## config.mk

```make
export PLATFORM = sky130hd
export DESIGN_NAME = dsi_lp_escape_receiver
export DESIGN_NICKNAME = d
export VERILOG_FILES = /design/src/rtl/dsi_lp_escape_receiver.sv
export SDC_FILE = /design/constraint.sdc
export NUM_CORES = 1
export LEC_CHECK = 0
export CORE_MARGIN = 2
export CORE_UTILIZATION = 48
export CTS_CLUSTER_DIAMETER = 80
export DETAILED_ROUTE_END_ITERATION = 12
export GPL_ROUTABILITY_DRIVEN = 1
export PLACE_DENSITY = 0.69
export SYNTH_ARGS = -nofsm -noshare
export SYNTH_HDL_FRONTEND = slang
export SYNTH_SLANG_ARGS = --single-unit
```

## constraint.sdc

```tcl
create_clock -name clk_sys -period 3.04 [get_ports clk_sys]
set_input_delay 0.912 -clock clk_sys [delete_from_list [all_inputs] [get_ports clk_sys]]
set_output_delay 0.912 -clock clk_sys [all_outputs]
set_load 0.01 [all_outputs]
```

## src/rtl/dsi_lp_escape_receiver.sv

```systemverilog
// DSI lane-0 LP escape-mode receiver: sync/filter the LP pair, decode escape entry,
// command, LPDT bytes, reset trigger and ULPS. Glitch filter enabled by DSI_LP_RX_GLITCH_FILTER_EN.
module dsi_lp_escape_receiver #(
    parameter int FILTER_CYCLES = 4
) (
    input  logic       clk_sys,
    input  logic       rst,
    input  logic       rx_en,
    input  logic       lp_p_in,
    input  logic       lp_n_in,
    output logic [7:0] rx_data,
    output logic       rx_valid,
    output logic       rx_end,
    output logic       trig_reset,
    output logic       ulps_active,
    output logic       err_esc,
    output logic       err_cmd,
    output logic       err_sync
);

    typedef enum logic [3:0] {
        S_IDLE, S_ENT1, S_ENT2, S_ENT3, S_CMD, S_LPDT, S_ULPS, S_ULPS_EXIT, S_WAIT_STOP
    } state_t;

    localparam logic [1:0] LS_11 = 2'b11;
    localparam logic [1:0] LS_10 = 2'b10;
    localparam logic [1:0] LS_01 = 2'b01;
    localparam logic [1:0] LS_00 = 2'b00;

    if (FILTER_CYCLES < 1 || FILTER_CYCLES > 15) begin : g_bad_cfg
        $error("FILTER_CYCLES must be in 1..15");
    end

    logic [1:0] sync1, sync2, ls, ls_prev;
    logic       ev;

    always_ff @(posedge clk_sys or posedge rst) begin
        if (rst) begin
            sync1 <= LS_11;
            sync2 <= LS_11;
        end else begin
            sync1 <= {lp_p_in, lp_n_in};
            sync2 <= sync1;
        end
    end

`ifdef DSI_LP_RX_GLITCH_FILTER_EN
    // A new state is accepted only after FILTER_CYCLES identical samples; any
    // interruption restarts the run from the new candidate.
    logic [1:0] ls_q, cand;
    logic [3:0] flt_cnt, cnt_nxt;

    assign cnt_nxt = (sync2 == cand && flt_cnt != 4'd0) ? flt_cnt + 4'd1 : 4'd1;
    assign ls      = ls_q;

    always_ff @(posedge clk_sys or posedge rst) begin
        if (rst) begin
            ls_q    <= LS_11;
            cand    <= LS_11;
            flt_cnt <= 4'd0;
        end else if (sync2 == ls_q) begin
            flt_cnt <= 4'd0;
        end else if (cnt_nxt >= 4'(FILTER_CYCLES)) begin
            ls_q    <= sync2;
            cand    <= sync2;
            flt_cnt <= 4'd0;
        end else begin
            cand    <= sync2;
            flt_cnt <= cnt_nxt;
        end
    end
`else
    assign ls = sync2;
`endif

    always_ff @(posedge clk_sys or posedge rst) begin
        if (rst) ls_prev <= LS_11;
        else     ls_prev <= ls;
    end

    assign ev = (ls != ls_prev);

    state_t     state;
    logic [2:0] bit_cnt;
    logic [7:0] shreg;
    logic       pend, pend_bit;
    logic [7:0] cmd_word, lsb_word;

    // Word as it will look once the pending bit is committed.
    assign cmd_word = {shreg[6:0], pend_bit};
    assign lsb_word = {pend_bit, shreg[7:1]};

    always_ff @(posedge clk_sys or posedge rst) begin
        if (rst) begin
            state       <= S_IDLE;
            bit_cnt     <= 3'd0;
            shreg       <= 8'd0;
            pend        <= 1'b0;
            pend_bit    <= 1'b0;
            rx_data     <= 8'd0;
            rx_valid    <= 1'b0;
            rx_end      <= 1'b0;
            trig_reset  <= 1'b0;
            ulps_active <= 1'b0;
            err_esc     <= 1'b0;
            err_cmd     <= 1'b0;
            err_sync    <= 1'b0;
        end else begin
            rx_valid   <= 1'b0;
            rx_end     <= 1'b0;
            trig_reset <= 1'b0;
            err_esc    <= 1'b0;
            err_cmd    <= 1'b0;
            err_sync   <= 1'b0;
            if (!rx_en) begin
                state       <= S_IDLE;
                ulps_active <= 1'b0;
                bit_cnt     <= 3'd0;
                shreg       <= 8'd0;
                pend        <= 1'b0;
                pend_bit    <= 1'b0;
            end else if (ev) begin
                case (state)
                    S_IDLE: begin
                        if (ls == LS_10) state <= S_ENT1;
                        else if (ls != LS_11) begin
                            err_esc <= 1'b1;
                            state   <= S_WAIT_STOP;
                        end
                    end
                    S_ENT1, S_ENT2, S_ENT3: begin
                        if (ls == LS_11) begin
                            state <= S_IDLE;
                        end else if (state == S_ENT1 && ls == LS_00) begin
                            state <= S_ENT2;
                        end else if (state == S_ENT2 && ls == LS_01) begin
                            state <= S_ENT3;
                        end else if (state == S_ENT3 && ls == LS_00) begin
                            state   <= S_CMD;
                            bit_cnt <= 3'd0;
                            pend    <= 1'b0;
                        end else begin
                            err_esc <= 1'b1;
                            state   <= S_WAIT_STOP;
                        end
                    end
                    S_CMD, S_LPDT: begin
                        case (ls)
                            LS_00: if (pend) begin
                                pend    <= 1'b0;
                                bit_cnt <= bit_cnt + 3'd1;
                                if (state == S_CMD) begin
                                    shreg <= cmd_word;
                                    if (bit_cnt == 3'd7) begin
                                        case (cmd_word)
                                            8'hE1: state <= S_LPDT;
                                            8'h1E: begin
                                                state       <= S_ULPS;
                                                ulps_active <= 1'b1;
                                            end
                                            8'h62: begin
                                                trig_reset <= 1'b1;
                                                state      <= S_WAIT_STOP;
                                            end
                                            default: begin
                                                err_cmd <= 1'b1;
                                                state   <= S_WAIT_STOP;
                                            end
                                        endcase
                                    end
                                end else begin
                                    shreg <= lsb_word;
                                    if (bit_cnt == 3'd7) begin
                                        rx_data  <= lsb_word;
                                        rx_valid <= 1'b1;
                                    end
                                end
                            end
                            LS_11: begin
                                state <= S_IDLE;
                                pend  <= 1'b0;
                                // Mark-1 followed by stop is the only clean exit.
                                if (state == S_LPDT && pend) begin
                                    if (!pend_bit)             err_esc  <= 1'b1;
                                    else if (bit_cnt == 3'd0)  rx_end   <= 1'b1;
                                    else                       err_sync <= 1'b1;
                                end else if (bit_cnt != 3'd0) begin
                                    err_sync <= 1'b1;
                                end
                            end
                            default: begin
                                if (pend) begin
                                    err_esc <= 1'b1;
                                    pend    <= 1'b0;
                                    state   <= S_WAIT_STOP;
                                end else begin
                                    pend     <= 1'b1;
                                    pend_bit <= (ls == LS_10);
                                end
                            end
                        endcase
                    end
                    S_ULPS: if (ls == LS_10) state <= S_ULPS_EXIT;
                    S_ULPS_EXIT: begin
                        if (ls == LS_11) begin
                            state       <= S_IDLE;
                            ulps_active <= 1'b0;
                        end else if (ls == LS_00) begin
                            state <= S_ULPS;
                        end
                    end
                    S_WAIT_STOP: if (ls == LS_11) state <= S_IDLE;
                    default: state <= S_IDLE;
                endcase
            end
        end
    end

endmodule

```

==> flow_summary_export.csv <==
group,metric,value,unit
outcome,status,"complete, no violations",
power,switching_power,276,uW
power,switching_share,27.2,%
power,intPower,739,uW
yosys,yosysWarnings,0,
finish,area_growth,14.7,%
timing,worstMarginPinSlew,0.653,ns
setup_path,cpMostUsedCell,"or4_1",
route,wl_per_cell,16.2,um
setup_path,crit_path_top_delay_cell,"dfstp_2",
finish,fin_nets,238,
power,p_clk_share,32.8,%
setup_path,crit_fanout,12,
grt,grt_overflow_total,0,
clock_tree,tritoncts,"done",
timing,drv_slew,0,
clock_tree,htree_num_levels,2,
power,power_frac_seq,55.1,%
power,ir_worst_vdd,0.000321,V
yosys,synth_common_cells,"dfrtp_1, nor2_1, nand2_1",
clock_tree,numCtsBuffers,5,
route,vias,1695,
power,powerDensity,427,nW/um^2
setup_path,worstRegToRegCells,6,
yosys,synthCells,209,
grt,grt_max_degree,39,
floorplanning,fp.dieH,69.7,um
placement,port_buffers,19,
hold_path,hp-class,"reg2reg",
setup_path,crit_path_start_kind,"flop",
clock_tree,cts.clk_slew.worst_paths,0.07,ns
placement,gp_congestion,0.882,
clock_tree,postCtsSetupBuffers,0,
timing,max_freq,374,MHz
timing,min_period,2.67,ns
route,dr.first_iter.drc_count,117,
yosys,ys_seq_elements,38,
grt,grt_pass1_vias,1619,
placement,dp.cells,269,
placement,hpwlAfterDp,3210,um
yosys,avgSynthCellArea,9.91,um^2
yosys,synth_largest_area_cell,"dfrtp_1",
route,ant_nets,0,
timing,fin_ws,0.367,ns
setup_path,cp.arrival,2.88,ns
hold_path,min_path_cells,0,
hold_path,holdCritStartpoint,"sync1[0]",
grt,grt_pass1_wl,7630,um
flow_run,drv_cap,0,
clock_tree,clk_latency,0.29,ns
setup_path,reg2reg_to,"state[1]",
clock_tree,ctsHoldBuffers,0,
grt,antenna_found_initial,0,
clock_tree,postCtsResizedCells,0,
yosys,synth_nets,221,
yosys,synth_async_sr_flop_share,100,%
route,dr.pass1.iters,4,
yosys,synthFlopType,"dfrtp_1",
clock_tree,cts_sinks,38,
floorplanning,core-area,4090,um^2
grt,track_usage,19.6,%
finish,drive_above_1_share,16.7,%
finish,final_cell_count_no_fill,277,
power,power.leakage,0.00100,uW
timing,skew,0.00643,ns
yosys,synth.cell_area,2070,um^2
setup_path,critPathMaxStageDelay,0.58,ns
clock_tree,root_buffer,"clkbuf_8",
timing,min_period_over_period,87.9,%
floorplanning,die_w,69.7,um
placement,dp_slack,0.183,ns
setup_path,cp_cell_sequence,"ha_1 > nor2_1 > and3_1 > or4_1 > or4_1 > a21oi_1",
yosys,synth_edf_count,0,
route,wirelength,4500,um
floorplanning,start_util,50.7,%
setup_path,r2r-start,"ls[1]",
yosys,synth_seq_area_share,46.3,%
yosys,yosysTopAreaCellShare,38.7,%
floorplanning,die-area,4860,um^2
timing,slew_headroom,56.4,%
floorplanning,ios,20,
setup_path,required,3.25,ns
timing,rsz0062_at_grt,"no",
yosys,ys_types,51,
setup_path,endpoint_kind,"flop",
timing,hold_violations,0,
power,finalPower,1010,uW
setup_path,startpoint,"ls[1]",
setup_path,worstSetupPathType,"reg2reg",
power,power_frac_comb,12.1,%
yosys,synth_most_common_cell,"dfrtp_1",
clock_tree,clock_path_buffers,2,
route,drcViolationCount,0,
finish,diodes,0,
hold_path,holdPathEnd,"ls[0]",
yosys,synth_area_leaders,"dfrtp_1, dfstp_2, mux2_2, ha_1, nor2_1",
setup_path,reg2reg_slack,0.37,ns
route,via_per_inst,6.12,
timing,tns,0,ns
floorplanning,row_count,23,
timing,finalSetupViolCount,0,
[state kept, by name, indices dropped and copies added, names as in the netlist]
signal	flops
rx_data	8
shreg	8
state	4
bit_cnt	3
ls	2
ls_prev	2
sync1	2
err_cmd	1
err_esc	1
err_sync	1
pend	1
pend_bit	1
rx_end	1
rx_valid	1
trig_reset	1
ulps_active	1
[power by group through the flow]
stage               Clock (uW)  Sequential [uW]  Combinational [uW]
CTS                        344              558                 121
detailed placement           0              567                 121
floorplan                    0              541                 112
global route               370              563                 134
finish                     333              559                 122
global placement             0              565                 116
[how the worst max path moves through the flow]
stage / slack [ns] / end
floorplan: 0.55 / rx_data[0]
global placement: 0.23 / rx_data[5]
detailed placement: 0.18 / rx_data[1]
CTS: 0.45 / state[1]
global route: 0.28 / state[1]
finish: 0.37 / state[1]
[cell type report]
type | instances | area [um^2]
Clock buffer | 7 | 76.3
Clock inverter | 1 | 7.51
Fill cell | 361 | 1710
Inverter | 8 | 30.0
Multi-Input combinational cell | 149 | 1010
Sequential cell | 38 | 958
Tap cell | 50 | 62.6
Timing Repair Buffer | 24 | 228
[stage by stage]
step / utilization (%) / area [um^2] / hold WS, ns
4_1_cts: 58.1 / 2380 / 0.362
2_1_floorplan: - / 2070 / 0.345
3_3_place_gp: 56.1 / 2290 / 0.346
6_report: 58.1 / 2380 / 0.358
5_1_grt: 58.1 / 2380 / 0.366
3_5_place_dp: 56.1 / 2290 / 0.351
[layout by cell type (no fill, tap or decap), types with 4 or more instances in the layout]
| master | count |
|---|---|
| a21oi_1 | 8 |
| a311oi_1 | 6 |
| buf_4 | 5 |
| clkbuf_8 | 5 |
| clkdlybuf4s50_1 | 19 |
| dfrtp_1 | 32 |
| dfstp_2 | 6 |
| ha_1 | 7 |
| inv_1 | 8 |
| mux2_2 | 9 |
| mux2i_1 | 5 |
| nand2_1 | 19 |
| nand2b_1 | 4 |
| nor2_1 | 21 |
| nor3_1 | 4 |
| o21ai_0 | 8 |
| or3_1 | 6 |
| or4_1 | 4 |
[routing by layer]
| layer | share of wire, % | track usage (%) |
|---|---|---|
| met1 | 45 | 25.9 |
| met2 | 46 | 29.9 |
| met3 | 6.9 | 5.09 |
| met4 | 2.0 | 9.83 |
| met5 | 0 | 0 |
[worst max-delay path: cells and delay by family, from the launching register on]
family / cells / cell delay (ns)
compound gates: 1 / 0.19
fa+ha+maj: 1 / 0.44
flops: 1 / 0.58
simple gates: 4 / 1.39
[kinds of logic after synthesis]
| kind of cell | share of synthesized area (%) |
|---|---|
| AOI/OAI and AO/OA | 14.9 |
| xor gates and xnor gates | 0.846 |
| adders and majority gates | 4.23 |
| buffers and inverters | 4.77 |
| DFF | 46.3 |
| muxes | 7.31 |
| and+or+nand+nor | 21.7 |
(Power assumes the default switching activity.)
